### src/rtl/adder_seq_ctrl_if.sv
// Handshake and adder-facing bundle for adder_seq_ctrl.
// slave is the sequencer side; master is the host plus adder-under-test side.
interface adder_seq_ctrl_if #(
    parameter int N  = 4,
    parameter int AW = 7
);
    logic          start;
    logic          vec_we;
    logic [AW-1:0] vec_waddr;
    logic [N:0]    vec_wdata;
    logic [N-1:0]  a;
    logic [N-1:0]  b;
    logic          cin;
    logic [N-1:0]  sum;
    logic          cout;
    logic          busy;
    logic          done;
    logic          mismatch;
    logic [15:0]   vec_cnt;
    logic [15:0]   err_cnt;

    modport master (
        output start, vec_we, vec_waddr, vec_wdata, sum, cout,
        input  a, b, cin, busy, done, mismatch, vec_cnt, err_cnt
    );

    modport slave (
        input  start, vec_we, vec_waddr, vec_wdata, sum, cout,
        output a, b, cin, busy, done, mismatch, vec_cnt, err_cnt
    );
endinterface

### src/rtl/adder_seq_ctrl.sv
// Replays a/b/cin vectors from memory into an adder and checks {cout,sum}; LAT+4 cycles per vector.
// start is taken only in IDLE/DONE (ignored while busy); ADDER_SEQ_STOP_ON_ERR_EN ends a run at the first failure.
module adder_seq_ctrl #(
    parameter int N     = 4,
    parameter int DEPTH = 99,
    parameter int LAT   = 1,
    parameter int AW    = $clog2(DEPTH)
) (
    input logic             clk,
    input logic             rst_n,
    adder_seq_ctrl_if.slave bus
);
    localparam int NVEC = DEPTH / 3;
    localparam int PW   = AW + 2;
    localparam logic [PW-1:0] DEPTH_P = PW'(DEPTH);
    localparam logic [AW:0]   DEPTH_W = (AW + 1)'(DEPTH);

    typedef enum logic [2:0] {
        IDLE, FETCH_A, FETCH_B, FETCH_C, SETTLE, CHECK, DONE
    } state_t;

    state_t        state;
    logic [N-1:0]  mem [DEPTH];
    logic [PW-1:0] ptr;
    logic [N-1:0]  sh_a, sh_b, a_q, b_q, rd_word;
    logic          cin_q, busy_q, done_q, mismatch_q;
    logic [15:0]   vec_cnt_q, err_cnt_q;
    logic [7:0]    settle;
    logic [N:0]    golden;
    logic          fail, last_vec, stop, wr_ok, unused_wbit;

    assign rd_word     = mem[ptr[AW-1:0]];
    assign unused_wbit = bus.vec_wdata[N];
    assign golden      = {1'b0, a_q} + {1'b0, b_q} + {{N{1'b0}}, cin_q};
    assign fail        = golden != {bus.cout, bus.sum};
    // ptr already points past the vector under check
    assign last_vec    = (ptr + PW'(3)) > DEPTH_P;
`ifdef ADDER_SEQ_STOP_ON_ERR_EN
    assign stop        = last_vec | fail;
`else
    assign stop        = last_vec;
`endif

    assign wr_ok = bus.vec_we && (state == IDLE || state == DONE) &&
                   ({1'b0, bus.vec_waddr} < DEPTH_W);

    always_ff @(posedge clk) begin
        if (wr_ok) mem[bus.vec_waddr] <= bus.vec_wdata[N-1:0];
    end

    always_ff @(posedge clk or negedge rst_n) begin
        if (!rst_n) begin
            state      <= IDLE;
            ptr        <= '0;
            sh_a       <= '0;
            sh_b       <= '0;
            a_q        <= '0;
            b_q        <= '0;
            cin_q      <= 1'b0;
            busy_q     <= 1'b0;
            done_q     <= 1'b0;
            mismatch_q <= 1'b0;
            vec_cnt_q  <= '0;
            err_cnt_q  <= '0;
            settle     <= '0;
        end else begin
            mismatch_q <= 1'b0;
            case (state)
                IDLE, DONE: begin
                    if (bus.start) begin
                        vec_cnt_q <= '0;
                        err_cnt_q <= '0;
                        ptr       <= '0;
                        if (NVEC == 0) begin
                            state  <= DONE;
                            done_q <= 1'b1;
                        end else begin
                            state  <= FETCH_A;
                            done_q <= 1'b0;
                            busy_q <= 1'b1;
                        end
                    end
                end
                FETCH_A: begin
                    sh_a  <= rd_word;
                    ptr   <= ptr + 1'b1;
                    state <= FETCH_B;
                end
                FETCH_B: begin
                    sh_b  <= rd_word;
                    ptr   <= ptr + 1'b1;
                    state <= FETCH_C;
                end
                FETCH_C: begin
                    a_q    <= sh_a;
                    b_q    <= sh_b;
                    cin_q  <= rd_word[0];
                    ptr    <= ptr + 1'b1;
                    settle <= 8'(LAT);
                    state  <= SETTLE;
                end
                SETTLE: begin
                    if (settle <= 8'd1) state <= CHECK;
                    else settle <= settle - 1'b1;
                end
                CHECK: begin
                    vec_cnt_q <= vec_cnt_q + 1'b1;
                    if (fail) begin
                        mismatch_q <= 1'b1;
                        if (err_cnt_q != 16'hFFFF) err_cnt_q <= err_cnt_q + 1'b1;
                    end
                    if (stop) begin
                        state  <= DONE;
                        busy_q <= 1'b0;
                        done_q <= 1'b1;
                    end else begin
                        state <= FETCH_A;
                    end
                end
                default: state <= IDLE;
            endcase
        end
    end

    assign bus.a        = a_q;
    assign bus.b        = b_q;
    assign bus.cin      = cin_q;
    assign bus.busy     = busy_q;
    assign bus.done     = done_q;
    assign bus.mismatch = mismatch_q;
    assign bus.vec_cnt  = vec_cnt_q;
    assign bus.err_cnt  = err_cnt_q;
endmodule
### src/flat_wrapper.sv
// flat-port wrapper written by rule: the top's interface ports become plain ports
module adder_seq_ctrl_flat 
#(
    parameter int N     = 4,
    parameter int DEPTH = 99,
    parameter int LAT   = 1,
    parameter int AW    = $clog2(DEPTH)
)
  (clk, rst_n, bus_start, bus_vec_we, bus_vec_waddr, bus_vec_wdata, bus_sum, bus_cout, bus_a, bus_b, bus_cin, bus_busy, bus_done, bus_mismatch, bus_vec_cnt, bus_err_cnt);
  adder_seq_ctrl_if #(.N(N), .AW(AW)) bus_i ();
  input logic clk;
  input logic rst_n;
  input wire logic [$bits(bus_i.start)-1:0] bus_start;
  input wire logic [$bits(bus_i.vec_we)-1:0] bus_vec_we;
  input wire logic [$bits(bus_i.vec_waddr)-1:0] bus_vec_waddr;
  input wire logic [$bits(bus_i.vec_wdata)-1:0] bus_vec_wdata;
  input wire logic [$bits(bus_i.sum)-1:0] bus_sum;
  input wire logic [$bits(bus_i.cout)-1:0] bus_cout;
  output wire logic [$bits(bus_i.a)-1:0] bus_a;
  output wire logic [$bits(bus_i.b)-1:0] bus_b;
  output wire logic [$bits(bus_i.cin)-1:0] bus_cin;
  output wire logic [$bits(bus_i.busy)-1:0] bus_busy;
  output wire logic [$bits(bus_i.done)-1:0] bus_done;
  output wire logic [$bits(bus_i.mismatch)-1:0] bus_mismatch;
  output wire logic [$bits(bus_i.vec_cnt)-1:0] bus_vec_cnt;
  output wire logic [$bits(bus_i.err_cnt)-1:0] bus_err_cnt;
  assign bus_i.start = bus_start;
  assign bus_i.vec_we = bus_vec_we;
  assign bus_i.vec_waddr = bus_vec_waddr;
  assign bus_i.vec_wdata = bus_vec_wdata;
  assign bus_i.sum = bus_sum;
  assign bus_i.cout = bus_cout;
  assign bus_a = bus_i.a;
  assign bus_b = bus_i.b;
  assign bus_cin = bus_i.cin;
  assign bus_busy = bus_i.busy;
  assign bus_done = bus_i.done;
  assign bus_mismatch = bus_i.mismatch;
  assign bus_vec_cnt = bus_i.vec_cnt;
  assign bus_err_cnt = bus_i.err_cnt;
  adder_seq_ctrl #(.N(N), .DEPTH(DEPTH), .LAT(LAT), .AW(AW)) u_core (.clk(clk), .rst_n(rst_n), .bus(bus_i));
endmodule
### config.mk
export PLATFORM = sky130hd
export DESIGN_NAME = adder_seq_ctrl_flat
export DESIGN_NICKNAME = d
export VERILOG_FILES = /design/src/rtl/adder_seq_ctrl_if.sv /design/src/rtl/adder_seq_ctrl.sv /design/src/flat_wrapper.sv
export SDC_FILE = /design/constraint.sdc
export NUM_CORES = 1
export LEC_CHECK = 0
export ABC_AREA = 1
export BUFFER_PORTS_ARGS = -buffer_cell sky130_fd_sc_hd__buf_4
export CORE_MARGIN = 5
export CORE_UTILIZATION = 53
export CTS_CLUSTER_SIZE = 20
export DETAILED_ROUTE_END_ITERATION = 16
export PLACE_DENSITY = 0.7
export SLEW_MARGIN = 20
export SYNTH_ARGS = -nofsm -noshare
export SYNTH_HDL_FRONTEND = slang
export SYNTH_SLANG_ARGS = --single-unit
### constraint.sdc
create_clock -name clk -period 5.25 [get_ports clk]
set_input_delay 0.2625 -clock clk [delete_from_list [all_inputs] [get_ports clk]]
set_output_delay 0.2625 -clock clk [all_outputs]
set_load 0.01 [all_outputs]
* Word level (Yosys, flattened, before mapping)
Memory sizes are Yosys's and may differ from the RTL's. Index checks and enable logic that the tools add are counted.
Word-level totals: bits in registers 72, RAM bits 396, input bits 21, output and inout port bits 44, word-level logic and storage cells 76, memories 1
Cells by class: add/sub/neg operators 7, $lt $le $gt $ge 3, equality and inequality tests 14, mux-type cells 23, reductions and logical operators 15
Memory list:
- u_core.mem | words 99, width 4, read ports 1, clocked after memory_dff 0, wr ports 1, line adder_seq_ctrl.sv:23 | logic [N-1:0] mem [DEPTH];
Operator list (count):
- 16-bit one-hot mux with 2 select lines | 2
- 16-bit 2-to-1 mux | 3
- 16-bit by 1-bit adder with 16-bit output, second input constant | 2
- 3-bit one-hot mux with 6 select lines | 1
- 9-bit one-hot mux with 2 select lines | 1
- 16-bit inequality test, second input constant | 1
- 8-bit one-hot mux with 2 select lines | 1
- 9-bit by 1-bit adder with 9-bit output, second input constant | 1
- 9-bit by 2-bit adder with 9-bit output, second input constant | 1
- 3-bit == test, second input constant | 3
- 9-bit by 7-bit greater-than comparator with 1-bit output, second input constant | 1
- 3-bit 2-to-1 mux | 3
- 9-bit 2-to-1 mux | 1
- 8-bit by 1-bit <= comparator with 1-bit output, second input constant | 1
- 1-bit 2-to-1 mux | 8
- 8-bit 2-to-1 mux | 1
- 2-bit by 1-bit inequality test with 1-bit output, second input constant | 4
- 2-bit AND reduction | 4
- 8-bit by 1-bit subtractor with 8-bit output, second input constant | 1
- 7-bit less-than comparator, second input constant | 1
- 3-bit by 2-bit == test with 1-bit output, second input constant | 2
- 2-bit nonzero test | 3
- 4-bit by 4-bit adder with 5-bit output | 1
- 5-bit by 1-bit adder with 5-bit output | 1
- other kinds (11) | 14

* Logic depth before layout (Yosys ltp)
Gate-level depths: netlist of run 1.
word-level depth 6, gate-level depth with buffers 19, depth with buffers taken out 18

* Worst setup path after synthesis of run 1
OpenSTA, ideal clock, no wires.
path type register to register, start reg u_core.cin_q, in the netlist u_core.bus.cin, end reg u_core.err_cnt_q[4], in the netlist u_core.bus.err_cnt[4], setup time 0.117 ns, arrival time 2.301 ns, data required time 5.133 ns, slack 2.832 ns, stages on the path, launching flop included 14, path buffers 1, period minus slack after synthesis 2.418 ns, cells stage by stage dfrtp_1 -> fa_1 -> inv_1 -> fa_1 -> or2_2 -> o211ai_1 -> nor2_1 -> nand3_1 -> nand2_1 -> inv_1 -> nand2_4 -> buf_6 -> nand3_1 -> nand2_1
Between the ends: cells in the longest elaborated chain, start to end 4
RTL lines:
- start, declared | line adder_seq_ctrl.sv:26 | logic cin_q, busy_q, done_q, mismatch_q;
- start signal, assigned | line adder_seq_ctrl.sv:97 | cin_q <= rd_word[0];
- 5-bit by 1-bit adder with 5-bit output | line adder_seq_ctrl.sv:34 | assign golden = {1'b0, a_q} + {1'b0, b_q} + {{N{1'b0}}, cin_q};
- 5-bit inequality test | line adder_seq_ctrl.sv:35 | assign fail = golden != {bus.cout, bus.sum};
- 2-bit by 1-bit inequality test with 1-bit output (no source line)
- 4-bit AND reduction (no source line)
- end signal, assigned | line adder_seq_ctrl.sv:110 | if (err_cnt_q != 16'hFFFF) err_cnt_q <= err_cnt_q + 1'b1;
- end, declared | line adder_seq_ctrl.sv:27 | logic [15:0] vec_cnt_q, err_cnt_q;
Every way passes these cells. A chain may end at the register's enable or synchronous reset.

* Worst setup path after layout of run 1
start reg u_core.ptr[1], end reg u_core.cin_q, in the netlist u_core.bus.cin
Between the ends: cells in the longest elaborated chain, start to end 1
RTL lines:
- start, declared | line adder_seq_ctrl.sv:24 | logic [PW-1:0] ptr;
- start signal, assigned | line adder_seq_ctrl.sv:86 | ptr <= ptr + 1'b1;
- start signal, assigned | line adder_seq_ctrl.sv:91 | ptr <= ptr + 1'b1;
- start signal, assigned | line adder_seq_ctrl.sv:98 | ptr <= ptr + 1'b1;
- memory read 99 x 4 bit
Every way passes these cells.

==> out/metrics.csv, run 1 <==
stage,metric,value,unit
status,status,completed,
clock_network,cts_tree,done,
yosys,synth-seq-cells,468,
yosys,ys_types,43,
setup_path,reg2reg_to,u_core.bus.cin,
cells_and_area,nets,2241,
yosys,yosysTopAreaCellShare,0.561,
power_and_ir_drop,p_seq_frac,0.400,
yosys,ys.flop_type,edfxtp_1,
clock_network,numCtsBuffers,48,
setup_path,worstPathMaxFanout,48,
sta,rsz0062_at_grt,no,
setup_path,regToRegSetupSlack,1.54,ns
yosys,ys_warn_count,0,
power_and_ir_drop,power.internal,7.03,mW
run,max_cap_viol_count,0,
setup_path,crit_required,5.76,ns
hold_path,hold_path_depth,5,
grt,grt_pass1_wl,77500,µm
routing,drt_iter0_markers,1441,
setup_path,critPathLaunch,u_core.ptr[1],
floorplanning,die_w,210,µm
power_and_ir_drop,ir_worst_vdd,0.449,mV
clock_network,ctsResizeCount,0,
cells_and_area,n_fill_cell,3298,
floorplanning,core.rowCount,73,
clock_network,cts_root_buffer,clkbuf_16,
setup_path,r2r_start,u_core.ptr[1],
grt,grt.total_usage,0.220,
setup_path,crit_buf_inv,1,
yosys,synth.area.top_cells,"edfxtp_1 56%, nand2_1 9.7%, dfrtp_1 8.5%",
setup_path,critPathMaxStageDelay,0.87,ns
routing,drtAntennaViolNets,0,
setup_path,cp.depth,13,
routing,firstDrtPassIters,6,
routing,drc_errors,0,
routing,routedWlPerCell,17.6,µm
sta,slew_headroom,0.255,
sta,finalSetupViolations,0,
yosys,synth_edf_count,396,
yosys,synth_nets,2215,
sta,worstMarginPinSlew,1.11,ns
sta,fin_skew,0.0175,ns
sta,setup_tns,0,ns
place,dp_hpwl,28800,µm
grt,grt_max_degree,224,
place,gp_routability_congestion,0.849,
setup_path,critPathLaunchType,register,
power_and_ir_drop,netSwitchingFraction,0.344,
sta,hold_viol,0,
power_and_ir_drop,p_switching,3.70,mW
clock_network,cts.sinks,468,
cells_and_area,instances_no_fill,2770,
cells_and_area,drive_above_1_share,0.0739,
setup_path,crit_path_end_kind,register,
yosys,synth_cells,2182,
sta,post-route-period-util,0.707,
setup_path,cp.arrival,4.22,ns
routing,vias,14900,
clock_network,clk_pin_slew,0.06,ns
power_and_ir_drop,p_per_area,458,mW/mm²
floorplanning,start_util,0.534,
floorplanning,die-area,0.0441,mm²
setup_path,r2r_cells,13,
clock_network,clock_latency,0.57,ns
grt,antenna_found_initial,0,
cells_and_area,synthToLayoutAreaGrowth,10.5,%
grt,grt_pass1_vias,14600,
hold_path,hold_class,input pin to register,
floorplanning,design.core.area,0.0396,mm²
yosys,syn_area,0.0212,mm²
sta,layout_min_cycle_time,3.71,ns
yosys,yosysMostFrequentCell,nand2_1,
yosys,avgSynthCellArea,9.71,µm²
clock_network,cts_setup_buffers,0,
floorplanning,ios,65,
cells_and_area,diodes,0,
power_and_ir_drop,p_leak,9.55,nW
grt,grt.overflow.total,0,
routing,routed_wl,48600,µm
floorplanning,dieHeight,210,µm
place,dpl_cell_area,0.0219,mm²
cells_and_area,stdcell_area,0.0234,mm²
sta,final_max_slew_viol_count,0,
place,dp_cells,2682,
setup_path,crit_top_cell,nand2_1,
setup_path,cp_cell_sequence,inv_2 > nand2_1 > nor2_1 > o21ai_0 > nand2_1 > nor2_1 > nand2_1 > nand3_1 > nand3_1 > nand2_1 > nand2_1 > nand2_1 > nand2_1,
sta,max_freq,0.269,GHz
power_and_ir_drop,finalPower,10.7,mW
routing,routed_via_density,5.38,
clock_network,clock_path_buffers,3,
power_and_ir_drop,clockPowerShare,0.314,
yosys,yosysSeqAreaShare,0.646,
clock_network,htree_levels,2,
yosys,yosys-top-cells-count,"547 x nand2_1, 408 x nor2_1, 396 x edfxtp_1, 230 x inv_1, 141 x nand3_1",
sta,whs,0.165,ns
yosys,ys_async_sr_fraction,0.154,
power_and_ir_drop,comb_power_share,0.286,
place,io_buffers,63,
setup_path,crit_end,u_core.bus.cin,
yosys,yosysTopAreaCell,edfxtp_1,
setup_path,cp_slowest_cell,inv_2,
setup_path,crit_family,simple AND/OR/NAND/NOR gates,
setup_path,crit_type,register to register,
-- through the flow --
step	setup slack, ns	utilization
floorplan	2.83	-
global placement	1.59	0.551
detailed placement	1.50	0.551
CTS	1.45	0.591
global route	1.22	0.591
finish	1.54	0.591
-- worst min path at each step --
| stage | endpoint | slack (ns) | start |
|---|---|---|---|
| 2_1_floorplan | u_core.bus.a[0] | -0.03 | rst_n |
| 4_1_cts | u_core.state[2] | 0.13 | bus_start |
| 3_3_place_gp | u_core.settle[7] | 0.45 | rst_n |
| 3_5_place_dp | u_core.settle[2] | 0.46 | rst_n |
| 6_report | u_core.state[2] | 0.17 | bus_start |
| 5_1_grt | u_core.state[2] | 0.17 | bus_start |
-- cells in the final DEF, fill, tap and decap left out, types with 10 or more instances in the layout --
cell type	synthesis	final
clkbuf_16	0	49
nand2_1	547	547
edfxtp_1	396	396
nor3_1	32	32
clkinv_1	0	11
a21oi_1	49	49
inv_1	230	230
clkbuf_1	19	11
buf_4	27	70
o21ai_0	107	107
o21ai_1	13	13
xor2_1	16	16
dfrtp_1	72	70
ha_1	10	10
nor2_1	408	408
nand3_1	141	140
-- cell type report --
cell class                 count  area (µm²)  share of cell area
sequential                   468       13700               0.585
multi-input combinational   1380        6040               0.258
clock buffer                  60        1270              0.0541
inverter                     236         888              0.0379
tap                          525         657              0.0281
timing repair buffer          74         587              0.0251
clock inverter                27         277              0.0118
-- registers in the layout (all words and copies together) (netlist names), 3 cells and up --
| name | cells |
|---|---|
| u_core.state | 3 |
| u_core.bus.b | 4 |
| u_core.ptr | 9 |
| u_core.sh_b | 4 |
| u_core.sh_a | 4 |
| u_core.bus.a | 4 |
| u_core.settle | 8 |
| u_core.bus.err_cnt | 16 |
| u_core.bus.vec_cnt | 16 |
| u_core.mem | 396 |
-- what timing repair did --
action | 4_1_cts | 5_1_grt
setup endpoints to repair | 0 | 0
hold buffers | 1 | 0
hold endpoints to repair | 72 | 0
-- logic make-up (layout without fill, tap and decap cells) --
kind of cell    after synthesis  in the layout  share of synthesized area
simple gates               1160           1160                      0.222
buf+inv                     334            397                     0.0689
fa+ha+maj                    12             12                    0.00780
mux                           1              1                   0.000472
compound gates              184            184                     0.0455
xor+xnor                     23             23                    0.00951
flops                       468            468                      0.646
-- power by group through the flow --
| stage | clock, mW | combinational, mW | sequential (mW) |
|---|---|---|---|
| floorplan | 0 | 2.30 | 4.30 |
| global placement | 0 | 2.99 | 4.36 |
| detailed placement | 0 | 3.05 | 4.37 |
| CTS | 3.42 | 3.07 | 4.29 |
| global route | 3.57 | 3.45 | 4.31 |
| finish | 3.36 | 3.07 | 4.29 |
-- worst reg2reg max path, stage by stage (launching register included) --
cell     delay [ns]
dfrtp_2        0.69
inv_2          0.88
nand2_1        0.85
nor2_1         0.27
o21ai_0        0.11
nand2_1        0.09
nor2_1         0.04
nand2_1        0.06
nand3_1        0.11
nand3_1        0.17
nand2_1        0.06
nand2_1        0.16
nand2_1        0.08
nand2_1        0.07
-- metal layers --
metal | up-vias | share of wire | GRT usage
met1 | 7108 | 0.43 | 0.305
met5 | - | 0 | 0
met4 | 0 | 0.027 | 0.0702
met2 | 557 | 0.47 | 0.361
li1 | 7151 | - | -
met3 | 96 | 0.078 | 0.0378
No activity file was read; power rests on OpenSTA's default activity.
==> inputs of run 2 (changes only) <==
==> constraint.sdc (replaced) <==
create_clock -name clk -period 3.8 [get_ports clk]
set_input_delay 0.19 -clock clk [delete_from_list [all_inputs] [get_ports clk]]
set_output_delay 0.19 -clock clk [all_outputs]
set_load 0.01 [all_outputs]
==> run 2 against run 1 <==
  * Combinational power rose by 39%
  * Utilization rose by 0.27 points
  * Wire length fell by 0.84%
  * Worst setup slack got worse by 0.68 ns
  * Clock skew rose by 0.0092 ns
  * Cell count rose by 0.58%
  * Critical path depth fell by 5
  * Largest cell class unchanged
==> out/metrics.csv, run 2 (synthesis gave the netlist of run 1 again) <==
stage,metric,value,unit,change
sta,setup_ws,0.859,ns,-0.678 ns
grt,antenna_found_initial,0,,unchanged
setup_path,cp.arrival,3.17,ns,-1.05 ns
cells_and_area,layout_common_cells,"547 x nand2_1, 408 x nor2_1, 396 x edfxtp_1",,
setup_path,critPathLaunch,u_core.state[2],,
place,dp_hpwl,29400,µm,+2.0%
routing,routedWlPerCell,17.3,µm,-1.4%
sta,slew_headroom,0.330,,+0.0746
floorplanning,core.rowCount,73,,unchanged
setup_path,worstPathMaxFanout,12,,-75%
cells_and_area,largest_reg_flops,396,,unchanged
sta,layout_min_cycle_time,2.94,ns,-0.772 ns
setup_path,critPathLaunchType,register,,
sta,finalSetupViolations,0,,unchanged
sta,final_max_slew_viol_count,0,,unchanged
sta,hold_viol,0,,unchanged
cells_and_area,nets,2257,,+0.71%
setup_path,reg2reg_to,u_core.mem[28][2],,
sta,max_freq,0.340,GHz,+26%
grt,grt_pass1_wl,75900,µm,-2.0%
cells_and_area,final_common_cell,nand2_1,,
hold_path,hold_class,input pin to register,,
cells_and_area,largest-register,u_core.mem,,
run,max_cap_viol_count,0,,unchanged
grt,grt.overflow.total,0,,unchanged
grt,grt_max_degree,224,,unchanged
routing,firstDrtPassIters,6,,unchanged
clock_network,cts.sinks,468,,unchanged
clock_network,cts_setup_buffers,0,,unchanged
grt,grt_pass1_vias,14300,,-1.7%
routing,drt_iter0_markers,1324,,-8.1%
clock_network,clk_pin_slew,0.06,ns,about the same
setup_path,crit_required,4.03,ns,-1.73 ns
status,status,completed,,
floorplanning,die_w,210,µm,unchanged
hold_path,min_to,u_core.state[2],,
clock_network,numCtsBuffers,48,,unchanged
routing,routed_via_density,5.32,,-1.1%
clock_network,cts_tree,done,,
setup_path,r2r_cells,8,,-5
routing,drtAntennaViolNets,0,,unchanged
setup_path,r2r_start,u_core.state[2],,
clock_network,htree_levels,2,,unchanged
clock_network,ctsResizeCount,0,,unchanged
sta,fin_skew,0.0267,ns,+0.00917 ns
floorplanning,ios,65,,unchanged
routing,vias,14800,,-0.56%
grt,grt.total_usage,0.217,,-0.00346
hold_path,min-delay-start,bus_start,,
clock_network,cts_root_buffer,clkbuf_16,,
place,dp_slack,0.878,ns,-0.622 ns
floorplanning,design.core.area,0.0396,mm²,unchanged
sta,worstMarginPinSlew,1.01,ns,-0.109 ns
sta,post-route-period-util,0.774,,+0.0667
routing,routed_wl,48200,µm,-0.84%
setup_path,regToRegSetupSlack,0.86,ns,-0.68 ns
cells_and_area,diodes,0,,unchanged
cells_and_area,drive_above_1_share,0.0805,,+0.00655
floorplanning,start_util,0.534,,unchanged
power_and_ir_drop,p_per_area,630,mW/mm²,+38%
sta,rsz0062_at_grt,no,,
setup_path,crit_path_end_kind,register,,
power_and_ir_drop,finalPower,14.8,mW,+38%
sta,setup_tns,0,ns,unchanged
floorplanning,dieHeight,210,µm,unchanged
place,gp_routability_congestion,0.873,,+2.8%
cells_and_area,synthToLayoutAreaGrowth,11.0,%,
place,io_buffers,63,,unchanged
cells_and_area,n_fill_cell,3342,,+1.3%
clock_network,clock_latency,0.59,ns,+0.02 ns
power_and_ir_drop,ir_worst_vdd,0.700,mV,+56%
clock_network,clock_path_buffers,3,,unchanged
routing,drc_errors,0,,unchanged
setup_path,crit_type,register to register,,
hold_path,hold_path_depth,5,,unchanged
power_and_ir_drop,p_leak,9.62,nW,+0.73%
floorplanning,die-area,0.0441,mm²,unchanged
clock_network,hold_buffers,1,,unchanged
run 2: worst max path at each step:
stage | to | cells after the start | slack (ns)
final | u_core.mem[28][2] | 8 | 0.86
after detailed placement | u_core.mem[68][3] | 9 | 0.88
after CTS | u_core.mem[68][2] | 9 | 0.87
after floorplan | u_core.bus.err_cnt[4] | 13 | 1.38
after global routing | u_core.mem[52][2] | 8 | 0.68
after global placement | u_core.mem[28][1] | 9 | 0.98
run 2: critical path: stages (launching register included):
cell	delay, ns
dfrtp_1	0.53
a21oi_2	0.13
inv_2	0.12
nand2_1	0.08
inv_1	0.21
nand3_1	0.17
nor2_2	0.19
nand3_1	0.61
nor2_1	0.54
run 2: metal layers:
metal / wire length, µm / global-route usage / up-vias
met5: 0 / 0 / -
met2: 22200 / 0.346 / 523
met1: 20600 / 0.303 / 7023
met3: 4040 / 0.0406 / 98
li1: - / - / 7185
met4: 1390 / 0.0772 / 0
run 2: area by class of cell:
cell class / count / area, µm² / share of cell area
Inverter: 236 / 888 / 0.0378
Tap cell: 525 / 657 / 0.0279
Clock buffer: 60 / 1250 / 0.0530
Clock inverter: 27 / 292 / 0.0124
Sequential cell: 468 / 13700 / 0.582
Multi-Input combinational cell: 1380 / 6030 / 0.257
Timing Repair Buffer: 90 / 703 / 0.0299
run 2: power breakdown:
group | switching [mW] | internal (mW) | leakage, nW
combinational | 3.02 | 1.26 | 4.35
clock | 1.89 | 2.73 | 0.751
sequential | 0.198 | 5.73 | 4.52
total | 5.11 | 9.72 | 9.62
run 2: through the flow:
step	area [µm²]	cells	hold WS (ns)	util
3_5_place_dp	22000	2698	0.390	0.554
4_1_cts	23500	2786	0.0303	0.593
3_3_place_gp	22000	2698	0.383	0.554
6_report	23500	2786	0.0606	0.593
2_1_floorplan	21200	2182	-0.106	-
5_1_grt	23500	2786	0.0928	0.593
